--- src/rtl/cromatic_pkg.sv ---
// Shared encodings and helpers for the chromatic PWM sweep block.
package cromatic_pkg;

  typedef enum logic [1:0] {
    MODE_SWEEP    = 2'd0,
    MODE_MANUAL   = 2'd1,
    MODE_PASSTHRU = 2'd2,
    MODE_OFF      = 2'd3
  } mode_t;

  typedef enum logic [2:0] {
    PH_0 = 3'd0,
    PH_1 = 3'd1,
    PH_2 = 3'd2,
    PH_3 = 3'd3,
    PH_4 = 3'd4,
    PH_5 = 3'd5
  } phase_t;

  // Full-scale duty and PWM period length for a given resolution.
  function automatic int unsigned pmax(input int unsigned bits);
    return (32'd1 << bits) - 32'd1;
  endfunction

endpackage

--- src/rtl/cromatic_pwm_channel.sv ---
// One colour channel: period-aligned shadow duty, compare against the shared
// counter, per-LED mask, and a 2-flop synchroniser for the external PWM pin.
module cromatic_pwm_channel
  import cromatic_pkg::*;
#(
  parameter int unsigned N_LEDS   = 25,
  parameter int unsigned PWM_BITS = 8
) (
  input  logic                clk,
  input  logic                rst_n,
  input  logic                wrap,
  input  logic [PWM_BITS-1:0] src_duty,
  input  logic [PWM_BITS-1:0] cnt,
  input  logic [1:0]          shadow_mode,
  input  logic                pwm_pin,
  input  logic [N_LEDS-1:0]   led_mask,
  output logic [N_LEDS-1:0]   drive
);

  logic [PWM_BITS-1:0] shadow_duty;
  logic                sync_q1;
  logic                sync_q2;
  logic                on;
  mode_t               smode;

  assign smode = mode_t'(shadow_mode);

  always_comb begin
    on = 1'b0;
    case (smode)
      MODE_SWEEP,
      MODE_MANUAL:   on = (cnt < shadow_duty);
      MODE_PASSTHRU: on = sync_q2;
      default:       on = 1'b0;
    endcase
  end

  always_ff @(posedge clk or negedge rst_n) begin
    if (!rst_n) begin
      shadow_duty <= '0;
      sync_q1     <= 1'b0;
      sync_q2     <= 1'b0;
      drive       <= '0;
    end else begin
      sync_q1 <= pwm_pin;
      sync_q2 <= sync_q1;
      if (wrap) begin
        shadow_duty <= src_duty;
      end
      drive <= led_mask & {N_LEDS{on}};
    end
  end

endmodule

--- src/rtl/cromatic_pwm_sweep.sv ---
// RGB PWM generator for an N-LED matrix: hue-wheel sweep, manual colour or
// legacy pin passthrough, with all changes applied on PWM period boundaries.
module cromatic_pwm_sweep
  import cromatic_pkg::*;
#(
  parameter int unsigned N_LEDS   = 25,
  parameter int unsigned PWM_BITS = 8,
  parameter int unsigned STEP_DIV = 65536
) (
  input  logic                clk,
  input  logic                rst_n,
  input  logic [1:0]          mode,
  input  logic                sweep_en,
  input  logic [PWM_BITS-1:0] duty_r,
  input  logic [PWM_BITS-1:0] duty_g,
  input  logic [PWM_BITS-1:0] duty_b,
  input  logic                R_pwm_input,
  input  logic                G_pwm_input,
  input  logic                B_pwm_input,
  input  logic [N_LEDS-1:0]   led_mask,
  output logic [N_LEDS-1:0]   R,
  output logic [N_LEDS-1:0]   G,
  output logic [N_LEDS-1:0]   B,
  output logic                period_start,
  output logic [2:0]          hue_phase
);

  localparam int unsigned       PMAX     = pmax(PWM_BITS);
  localparam logic [PWM_BITS-1:0] PMAX_V   = PWM_BITS'(PMAX);
  localparam logic [PWM_BITS-1:0] CNT_LAST = PWM_BITS'(PMAX - 1);
  localparam int unsigned       PS_W     = (STEP_DIV > 1) ? $clog2(STEP_DIV) : 1;
  localparam logic [PS_W-1:0]   PS_LAST  = PS_W'(STEP_DIV - 1);

  mode_t               live_mode;
  logic [1:0]          shadow_mode;
  logic [PWM_BITS-1:0] cnt;
  logic                wrap;
  logic [PS_W-1:0]     prescaler;
  logic                sweep_run;
  logic                step;

  phase_t              phase, phase_next;
  logic [PWM_BITS-1:0] work_r, work_g, work_b;
  logic [PWM_BITS-1:0] work_r_next, work_g_next, work_b_next;
  logic [PWM_BITS-1:0] src_r, src_g, src_b;

  assign live_mode = mode_t'(mode);
  assign wrap      = (cnt == CNT_LAST);
  assign sweep_run = (live_mode == MODE_SWEEP) && sweep_en;
  assign step      = sweep_run && (prescaler == PS_LAST);
  assign hue_phase = phase;

  always_ff @(posedge clk or negedge rst_n) begin
    if (!rst_n) begin
      cnt          <= '0;
      period_start <= 1'b0;
      prescaler    <= '0;
      shadow_mode  <= MODE_OFF;
    end else begin
      cnt          <= wrap ? '0 : cnt + 1'b1;
      period_start <= wrap;
      if (wrap) begin
        shadow_mode <= mode;
      end
      if (sweep_run) begin
        prescaler <= (prescaler == PS_LAST) ? '0 : prescaler + 1'b1;
      end
    end
  end

  // Ramps saturate at their end value, so a channel already at its limit
  // only advances the phase instead of wrapping the duty.
  always_comb begin
    phase_next  = phase;
    work_r_next = work_r;
    work_g_next = work_g;
    work_b_next = work_b;
    if (step) begin
      case (phase)
        PH_0: begin
          if (work_g >= PMAX_V - 1'b1) begin
            work_g_next = PMAX_V;
            phase_next  = PH_1;
          end else begin
            work_g_next = work_g + 1'b1;
          end
        end
        PH_1: begin
          if (work_r <= 1) begin
            work_r_next = '0;
            phase_next  = PH_2;
          end else begin
            work_r_next = work_r - 1'b1;
          end
        end
        PH_2: begin
          if (work_b >= PMAX_V - 1'b1) begin
            work_b_next = PMAX_V;
            phase_next  = PH_3;
          end else begin
            work_b_next = work_b + 1'b1;
          end
        end
        PH_3: begin
          if (work_g <= 1) begin
            work_g_next = '0;
            phase_next  = PH_4;
          end else begin
            work_g_next = work_g - 1'b1;
          end
        end
        PH_4: begin
          if (work_r >= PMAX_V - 1'b1) begin
            work_r_next = PMAX_V;
            phase_next  = PH_5;
          end else begin
            work_r_next = work_r + 1'b1;
          end
        end
        PH_5: begin
          if (work_b <= 1) begin
            work_b_next = '0;
            phase_next  = PH_0;
          end else begin
            work_b_next = work_b - 1'b1;
          end
        end
        default: phase_next = PH_0;
      endcase
    end
  end

  always_ff @(posedge clk or negedge rst_n) begin
    if (!rst_n) begin
      phase  <= PH_0;
      work_r <= PMAX_V;
      work_g <= '0;
      work_b <= '0;
    end else begin
      phase  <= phase_next;
      work_r <= work_r_next;
      work_g <= work_g_next;
      work_b <= work_b_next;
    end
  end

  always_comb begin
    src_r = '0;
    src_g = '0;
    src_b = '0;
    case (live_mode)
      MODE_SWEEP: begin
        src_r = work_r;
        src_g = work_g;
        src_b = work_b;
      end
      MODE_MANUAL: begin
        src_r = duty_r;
        src_g = duty_g;
        src_b = duty_b;
      end
      default: begin
        src_r = '0;
        src_g = '0;
        src_b = '0;
      end
    endcase
  end

  cromatic_pwm_channel #(.N_LEDS(N_LEDS), .PWM_BITS(PWM_BITS)) u_chan_r (
    .clk(clk), .rst_n(rst_n), .wrap(wrap), .src_duty(src_r), .cnt(cnt),
    .shadow_mode(shadow_mode), .pwm_pin(R_pwm_input), .led_mask(led_mask),
    .drive(R)
  );

  cromatic_pwm_channel #(.N_LEDS(N_LEDS), .PWM_BITS(PWM_BITS)) u_chan_g (
    .clk(clk), .rst_n(rst_n), .wrap(wrap), .src_duty(src_g), .cnt(cnt),
    .shadow_mode(shadow_mode), .pwm_pin(G_pwm_input), .led_mask(led_mask),
    .drive(G)
  );

  cromatic_pwm_channel #(.N_LEDS(N_LEDS), .PWM_BITS(PWM_BITS)) u_chan_b (
    .clk(clk), .rst_n(rst_n), .wrap(wrap), .src_duty(src_b), .cnt(cnt),
    .shadow_mode(shadow_mode), .pwm_pin(B_pwm_input), .led_mask(led_mask),
    .drive(B)
  );

endmodule

--- config.mk ---
export PLATFORM = sky130hd
export DESIGN_NAME = cromatic_pwm_sweep
export DESIGN_NICKNAME = d
export VERILOG_FILES = /design/src/rtl/cromatic_pkg.sv /design/src/rtl/cromatic_pwm_channel.sv /design/src/rtl/cromatic_pwm_sweep.sv
export SDC_FILE = /design/constraint.sdc
export NUM_CORES = 1
export LEC_CHECK = 0
export CAP_MARGIN = 25
export CORE_UTILIZATION = 54
export DETAILED_ROUTE_END_ITERATION = 8
export PLACE_DENSITY = 0.81
export SYNTH_ARGS = -nofsm -noshare
export SYNTH_HDL_FRONTEND = slang
export SYNTH_SLANG_ARGS = --single-unit
--- constraint.sdc ---
create_clock -name clk -period 2.45 [get_ports clk]
set_input_delay 0.3675 -clock clk [delete_from_list [all_inputs] [get_ports clk]]
set_output_delay 0.3675 -clock clk [all_outputs]
set_load 0.01 [all_outputs]
==> impl_results.md <==
- RSZ-0062 raised after global routing: false
- Die area: 15,900 sq um
- Initial Utilization: 55.0%
- H-tree depth: 4
- Post-route ant nets: 0
- Vias/cell: 6.29
- Drt first-iter violations: 679
- Clock transition at path regs: 70 ps
- Total power: 5.44 mW
- Drt pass-1 iters: 5
- Top-area cell type share of the netlist area: 44.7%
- WP data required: 2760 ps
- Pwr dens: 512 nW/um^2
- Critical path cell sequence: ha_1, and3_1, and4_1, nand3_1, a211oi_1, a21oi_1
- Most frequent cells in the layout: dfrtp_1 (149), clkdlybuf4s50_1 (134), a32o_1 (75), o21ai_0 (54), nor2_1 (46)
- Vias in the first global route: 6,975
- Critical path's top delay family: simple AND/OR/NAND/NOR gates
- Vias: 7,172
- Most common cell after layout, fill and taps aside: dfrtp_1
- CP max FO: 10
- Skew-Pair Late Insertion Delay: 430 ps
- TritonCTS Buffers: 17
- Kind of critical path: flop to flop
- CTS tree: yes
- Die Wd: 126 um
- Fin crit period: 2240 ps
- Status: complete, no violations
- Hold Fails Final Rpt: 0
- Mapped cell area: 8330 sq um
- Synth Instances: 805
- Register area share after synthesis: 47.9%
- Slew headroom: 59.4%
- Num ports: 136
- Residual DRC: 0
- Asr flop ratio synth: 100%
- Worst setup EP type: flop
- Floorplan row count: 45
- Cells after DPL: 1,107
- Maximum vdd drop: 0.563 mV
- Initial antenna violation count: 1
- Fin cells: 1,141
- Tcrit/Tclk final: 91.6%
- Critical Path AT: 2550 ps
- Final worst slack: 207 ps
- Syn avg cell area: 10.4 sq um
- Final WL: 21,700 um
- Clock skew: 8.65 ps
- Netlist cell types: 62
- Area contributors post-synth: dfrtp_1 (45%), a32o_1 (9.0%), ha_1 (5.4%)
- Largest net degree at the start of global routing: 76
- Core area: 15,100 sq um
- Total clock sinks: 159
- YS warnings: 0
- Crit start category: flop
- Deepest clock path buffer count: 2
- Yosys top cell by area: dfrtp_1
- Peak Freq: 446 MHz
- Total of max-cap violations: 0
- Layout Nets: 1,032
- Layout area overhead: 27.3%
- Leak pwr: 4.71 nW
- Synth Flop Type: dfrtp_1
- Seq cells post-synth: 159
- Pins over their slew limit: 0
- Core Util, Final: 70.0%
- WL/cell: 19.0 um
- Placer Congestion: 0.937
- Final setup fails: 0
- CTS root buffer: clkbuf_16
- Bufs and invs on worst path: 0
- Synthesized net count: 898
- GRT Overall Usage: 28.3%
- First-pass GRT wire length: 35,600 um
- Die Height: 126 um
- Slowest stage delay, CP: 430 ps
- Post-synth EDFFs: 0
- Grt ovf: 0
- IO buf count: 135
- Hpwl dp: 14,600 um
- Hold WC Path Type: flop to flop
- Worst-Margin Slew: 607 ps
- Layout cell share with drive strength beyond 1: 10.4%
- Pre-CTS WS: -1.31 ps
- CP max stage cell: dfrtp_1
==> cell type report <==
cell class                      count  area [sq um]
Antenna cell                        1          2.50
Clock buffer                       19           443
Clock inverter                     13           103
Fill cell                        1125          4540
Inverter                           33           124
Multi-Input combinational cell    551          3990
Sequential cell                   159          3990
Tap cell                          188           235
Timing Repair Buffer              177          1720
==> power breakdown <==
part / switching, mW / internal (mW) / leakage, nW
clock network: 1.11 / 1.34 / 0.266
logic: 0.153 / 0.143 / 2.44
registers: 0.0360 / 2.66 / 2.01
==> repair_timing <==
item,4_1_cts,5_1_grt
resized for setup,0,0
endpoints found under the hold margin,42,0
hold buffers,1,0
setup buffers,0,0
==> final timing paths <==
kind,startpoint,endpoint,slack (ps),depth (start not counted)
max,prescaler[0],work_g[2],210,6
min,u_chan_b.sync_q1,u_chan_b.sync_q2,340,0
max reg2reg,prescaler[0],work_g[2],210,6
min reg2reg,u_chan_b.sync_q1,u_chan_b.sync_q2,340,0
max in group asynchronous,rst_n,work_r[2],1320,3
min in group asynchronous,rst_n,u_chan_r.shadow_duty[6],470,2
==> per-layer routing <==
layer  GRT usage, %  wire length (um)  share of wire (%)
met5              0                 0                  0
met4           11.6               532                2.5
met3           4.67              1220                5.6
met2           45.6             10500                 48
met1           38.3              9420                 43
==> synthesized netlist by cell type, types with 4 or more instances <==
library cell	count
o31ai_1	12
buf_1	8
dfrtp_1	149
a31oi_1	5
a21o_1	11
nor3_1	14
clkbuf_1	52
or2_2	6
nor2_1	46
o221ai_1	4
and3_1	12
o211ai_1	4
xnor2_1	9
a32o_1	75
dfstp_2	10
inv_1	33
a21oi_1	30
a211oi_1	6
or4_1	4
mux2i_1	24
o21ai_0	54
and4_1	6
and2_1	5
nand2b_1	4
nand2_1	34
nand3_1	23
xor2_1	11
nand4_1	13
or3_1	26
and3b_1	4
o22ai_1	5
ha_1	36
nor2b_1	28
o31a_1	4
==> worst register-to-register path, cell delays in order (launching register included) <==
cell and delay, ps:
dfrtp_1 430, ha_1 200, and3_1 300, and4_1 430
nand3_1 360, a211oi_1 310, a21oi_1 100
==> sequential cells by signal (all words and copies together), names as in the netlist, 16 cells and up <==
signal          flops
u_chan_g.drive     25
prescaler          16
u_chan_b.drive     25
u_chan_r.drive     25
==> per-stage QoR <==
stage                     area, sq um  TNS, ps  hold WS [ps]
after floorplan                  8330        0          71.9
after global placement          10100        0           335
after detailed placement        10100    -1.31           335
after CTS                       10600        0           344
after global routing            10600        0           357
final                           10600        0           339
==> cell families after synthesis <==
group | synth area share (%)
flops | 47.9
fa+ha+maj | 5.41
mux | 3.02
buf+inv | 4.31
compound gates | 21.6
simple gates | 15.7
xor+xnor | 2.10
(Power assumes the default switching activity.)
